==> src/rtl/spdif_tx_param.sv <==
// spdif_tx_param: S/PDIF consumer transmitter with one-pair holding buffer, channel-status block and BMC line coding
module spdif_tx_param #(
  parameter int CLK_DIV  = 2,
  parameter int SAMPLE_W = 24
) (
  input  logic                clk,
  input  logic                rst,
  input  logic                enable,
  input  logic                s_valid,
  output logic                s_ready,
  input  logic [SAMPLE_W-1:0] s_left,
  input  logic [SAMPLE_W-1:0] s_right,
  input  logic                s_validity,
  input  logic [3:0]          cs_rate,
  input  logic                cs_copy_ok,
  output logic                spdif_out,
  output logic                block_start,
  output logic [7:0]          frame_idx,
  output logic                underrun
);
  localparam int CW = CLK_DIV > 1 ? $clog2(CLK_DIV) : 1;
  localparam logic [3:0] WL = SAMPLE_W == 24 ? 4'b1011 : SAMPLE_W == 20 ? 4'b1010 : 4'b0010;
  logic [CW-1:0] ui_cnt;
  logic [5:0] ui_pos;
  logic sub, lvl, pre_pol, first;
  logic h_full, h_v, f_v, cs_copy;
  logic [SAMPLE_W-1:0] h_left, h_right, f_left, f_right;
  logic [3:0] cs_r;
  logic tick, load, c_bit, bit_v, pol, nlvl;
  logic [7:0] nxt_idx, idx_eff, pat;
  logic [23:0] s24;
  logic [31:0] word;
  assign s_ready = !h_full;
  always_comb begin
    tick    = enable && ui_cnt == CW'(0);
    load    = tick && !sub && ui_pos == 6'd0;
    nxt_idx = first ? 8'd0 : frame_idx == 8'd191 ? 8'd0 : frame_idx + 8'd1;
    idx_eff = load ? nxt_idx : frame_idx;
    c_bit   = (frame_idx == 8'd2 && cs_copy) || (frame_idx[7:2] == 6'd6 && cs_r[frame_idx[1:0]])
              || (frame_idx[7:2] == 6'd8 && WL[frame_idx[1:0]]);
    // samples are left-justified so the MSB always lands in slot 27
    s24     = 24'(sub ? f_right : f_left) << (24 - SAMPLE_W);
    word    = {^{c_bit, f_v, s24}, c_bit, 1'b0, f_v, s24, 4'b0};
    bit_v   = word[ui_pos[5:1]];
    pat     = sub ? 8'b11100100 : idx_eff == 8'd0 ? 8'b11101000 : 8'b11100010;
    pol     = ui_pos == 6'd0 ? lvl : pre_pol;
    nlvl    = ui_pos < 6'd8 ? pat[3'd7 - ui_pos[2:0]] ^ pol : ui_pos[0] ? lvl ^ bit_v : !lvl;
  end
  always_ff @(posedge clk) begin
    if (rst || !enable) begin
      ui_cnt      <= '0;
      ui_pos      <= '0;
      sub         <= 1'b0;
      lvl         <= 1'b0;
      pre_pol     <= 1'b0;
      first       <= 1'b1;
      frame_idx   <= '0;
      block_start <= 1'b0;
      underrun    <= 1'b0;
      spdif_out   <= 1'b0;
      f_left      <= '0;
      f_right     <= '0;
      f_v         <= 1'b0;
      cs_copy     <= 1'b0;
      cs_r        <= '0;
    end else begin
      ui_cnt      <= ui_cnt == CW'(CLK_DIV - 1) ? CW'(0) : ui_cnt + CW'(1);
      spdif_out   <= lvl;
      block_start <= 1'b0;
      underrun    <= 1'b0;
      if (tick) begin
        lvl    <= nlvl;
        ui_pos <= ui_pos + 6'd1;
        if (ui_pos == 6'd63) sub <= !sub;
        if (ui_pos == 6'd0) pre_pol <= lvl;
      end
      if (load) begin
        first       <= 1'b0;
        frame_idx   <= nxt_idx;
        block_start <= nxt_idx == 8'd0;
        underrun    <= !h_full;
        f_left      <= h_full ? h_left : '0;
        f_right     <= h_full ? h_right : '0;
        f_v         <= h_full ? h_v : 1'b1;
        if (nxt_idx == 8'd0) begin
          cs_copy <= cs_copy_ok;
          cs_r    <= cs_rate;
        end
      end
    end
  end
  // the holding buffer survives enable=0; only rst empties it
  always_ff @(posedge clk) begin
    if (rst) h_full <= 1'b0;
    else if (s_valid && !h_full) begin
      h_full  <= 1'b1;
      h_left  <= s_left;
      h_right <= s_right;
      h_v     <= s_validity;
    end else if (load) h_full <= 1'b0;
  end
endmodule

==> config.mk <==
export PLATFORM = sky130hd
export DESIGN_NAME = spdif_tx_param
export DESIGN_NICKNAME = d
export VERILOG_FILES = /design/src/rtl/spdif_tx_param.sv
export SDC_FILE = /design/constraint.sdc
export NUM_CORES = 1
export LEC_CHECK = 0
export BUFFER_PORTS_ARGS = -buffer_cell sky130_fd_sc_hd__buf_4
export CELL_PAD_IN_SITES_DETAIL_PLACEMENT = 0
export CELL_PAD_IN_SITES_GLOBAL_PLACEMENT = 1
export CORE_ASPECT_RATIO = 0.5
export CORE_MARGIN = 1.5
export CORE_UTILIZATION = 45
export DETAILED_ROUTE_END_ITERATION = 7
export GPL_ROUTABILITY_DRIVEN = 1
export PLACE_DENSITY = 0.87
export SLEW_MARGIN = 5
export SYNTH_ARGS = -nofsm -noshare
export SYNTH_HDL_FRONTEND = slang
export SYNTH_SLANG_ARGS = --single-unit
==> constraint.sdc <==
create_clock -name clk -period 6.7 [get_ports clk]
set_input_delay 0.67 -clock clk [delete_from_list [all_inputs] [get_ports clk]]
set_output_delay 0.67 -clock clk [all_outputs]
set_load 0.02 [all_outputs]
==> impl_results.md <==
- Worst EP required: 7.00 ns
- RSZ-0062 raised after global routing: no
- Area growth, synth to finish: 20.42%
- Final hold viol count: 0
- Die Width: 161.3 um
- Post-Layout Inst Area: 6789 sq um
- Synth cell types: 49
- Starting DRT DRC Count: 316
- Highest Clock Rate: 248.1 MHz
- First-pass GRT wire length: approximately 20000 um
- Via count: 4064
- GRT Util Overall: 20.00%
- Worst-Skew Late Latency: roughly 0.41 ns
- Hold path start: s_right[9]
- Die area: about 13000 sq um
- Wirelength per Cell: between 15 and 20 um
- DRC errors left: 0
- Share of layout cells above drive strength 1: 21.39%
- Setup bufs post-CTS: 0
- Slew Viols, Final: 0
- Antenna viol nets, final: 0
- # IOs: 70
- Worst setup SP type: register
- Setup TNS: 0 ns
- Hold Buf Count CTS: 0
- Ant. Diodes: 0
- Final Power: 0.001846 W
- EDFF count, synth: 49
- Most frequent cells in the layout: nand3_1 (101), dfxtp_1 (77), buf_4 (72), nand2_1 (61), edfxtp_1 (49)
- Slew @ Worst Pin: 1.138 ns
- Syn Inst Count: 541
- Largest net degree at the start of global routing: 65
- Placed cell areas: 6235 sq um
- Fin crit period: around 4.0 ns
- Filler Cell Count: around 1000
- Worst setup EP type: register
- Pwr Density: 271.9 nW/um^2
- H-tree Lvls: 4
- R2R depth: 11
- Gpl congestion: 0.8575
- Routed Wire Length: 12070 um
- Pre-antenna DRT Iters: 6
- Initial antenna violation count: 0
- Ratio of final minimum period to clock period: 60.15%
- Yosys reg bits: 126
- Vias in the first global route: 3948
- Core area: 12020 sq um
- Net Count, Synth: 604
- Reg2reg end: lvl
- Clk sinks: 126
- Max rail drop VDD: approximately 0.00017 V
- Worst-path fanout max: 64
- Clock Root Buffer: clkbuf_16
- Grt total ovfl: 0
- Critical path class: register to register
- CTS tree: done
- Total CTS buffers: 17
- Count of final setup violators: 0
- Syn_area_per_cell: 10.42 sq um
- Reg2reg start: ui_pos[1]
- Vias per inst: 5.292
- Port buffer count: 69
- Reg2reg setup slack: 2.67 ns
- Warnings, synthesis: 0
- Most used DFF post-synth: dfxtp_1
- Starting Density: 46.92%
- Max-cap viol count: 0
- Final nets: ~650
- FF/Latch Area: 3013 sq um
- Rel. slew slack: 24.11%
- Multi-input gate area: 2452 sq um
- Critical path arrival: 4.33 ns
- Sequential-to-total area share from yosys stat: 53.44%
- Syn Std Cell Area: between 5000 and 6000 sq um
- Rows: 28
- Outcome: completed
- Clock Pin Slew Worst Setup and Hold Paths: 0.06 ns
- Leading cell type in the layout, fill and taps excluded: nand3_1
- Leak: roughly 2.7 nW
- CTS max path bufs: 2
- Hpwl dp: 7819 um
- Post-CTS resize count: 0
- Hold crit path type: input port to register
- Die height: approximately 80 um
- Hold path endpoint: h_right[9]
- Post-Route Utilization: 56.50%
- Post-synth ARST share: 0%
- Clock Skew: between 0.009 and 0.01 ns
- Hold depth: 1
-- where the power goes --
group,switching (W),total [W],internal (W)
sequential,0.0000183,0.000843,0.000825
clock,0.000328,0.000869,0.000541
combinational,0.0000743,0.000133,0.0000591
-- flip-flops by register name, indices dropped and copies added, names as in the netlist --
name / count
h_v: 1
h_left: 24
first: 1
cs_r: 4
ui_cnt: 1
f_left: 24
f_right: 24
underrun: 1
frame_idx: 8
h_right: 24
h_full: 1
spdif_out: 1
pre_pol: 1
cs_copy: 1
block_start: 1
ui_pos: 6
sub: 1
lvl: 1
f_v: 1
-- cells by family after synthesis --
group                    share of synthesized area [%]
AND/OR/NAND/NOR                                  19.69
flip-flops                                       53.44
AO/OA/AOI/OAI                                    5.216
XOR/XNOR                                         7.301
buffers and inverters                            3.529
multiplexers                                     9.720
adder cells (fa/ha/maj)                          1.110
-- synth_stat cells (2+ instances only) --
master / instances / share of area [%]
nor2b_1: 2 / 0.22
o2111ai_1: 2 / 0.31
nor2_1: 34 / 2.3
ha_1: 5 / 1.1
dfxtp_1: 77 / 27
nor3_1: 9 / 0.80
xor2_1: 28 / 4.3
mux4_2: 15 / 6.0
a21o_1: 2 / 0.27
a21oi_1: 21 / 1.9
o21ai_0: 10 / 0.89
a31oi_1: 2 / 0.22
nand2b_1: 3 / 0.33
nand2_1: 61 / 4.1
nand3b_1: 2 / 0.27
nand3_1: 101 / 9.0
buf_6: 2 / 0.40
nor3b_1: 4 / 0.53
buf_2: 6 / 0.53
or3_1: 3 / 0.33
xnor2_1: 19 / 3.0
edfxtp_1: 49 / 26
and2_1: 2 / 0.22
mux2i_1: 21 / 3.7
buf_1: 5 / 0.33
clkbuf_1: 28 / 1.9
inv_1: 6 / 0.40
-- metrics by stage --
step                cells  hold WS, ns  setup slack (ns)
floorplan             541       0.4212             1.860
global placement      737       0.4416             2.860
detailed placement    737       0.4416             2.756
CTS                   768       0.4139             2.650
global route          768       0.4121             2.273
finish                768       0.4269             2.670
-- worst max path at each step --
stage                     startpoint        end  slack [ns]  cells after the start
after floorplan                  rst  h_left[0]        1.86                      1
after global placement     ui_pos[1]        lvl        2.86                     11
after detailed placement   ui_pos[1]        lvl        2.76                     11
after CTS                  ui_pos[1]        lvl        2.65                     11
after global routing       ui_pos[1]        lvl        2.27                     11
final                      ui_pos[1]        lvl        2.67                     11
-- layer usage --
metal / vias to the layer above / part of all wire (%) / global-route usage (%)
li1: 2015 / - / -
met1: 1927 / 49 / 27.46
met2: 104 / 45 / 30.04
met3: 18 / 4.9 / 5.095
met4: 0 / 1.3 / 9.352
met5: - / 0 / 0
-- worst max-delay path, cell delays in order (launching register included) --
cell,delay (ns)
dfxtp_1,0.92
inv_1,0.26
ha_1,0.28
nand2b_1,0.10
or3_2,0.88
o21ai_0,0.34
o2111ai_1,0.20
and3b_1,0.23
xnor2_1,0.16
a31oi_1,0.12
xor2_1,0.19
o221a_1,0.23
-- cell type report --
class	instances	area share [%]
repair buffers	72	7.962
clock buffers	19	6.377
well taps	165	3.041
inverters	6	0.3317
clock inverters	12	1.788
flip-flops and latches	126	44.38
multi-input cells	368	36.12
Power figures use the tool's default switching activity.
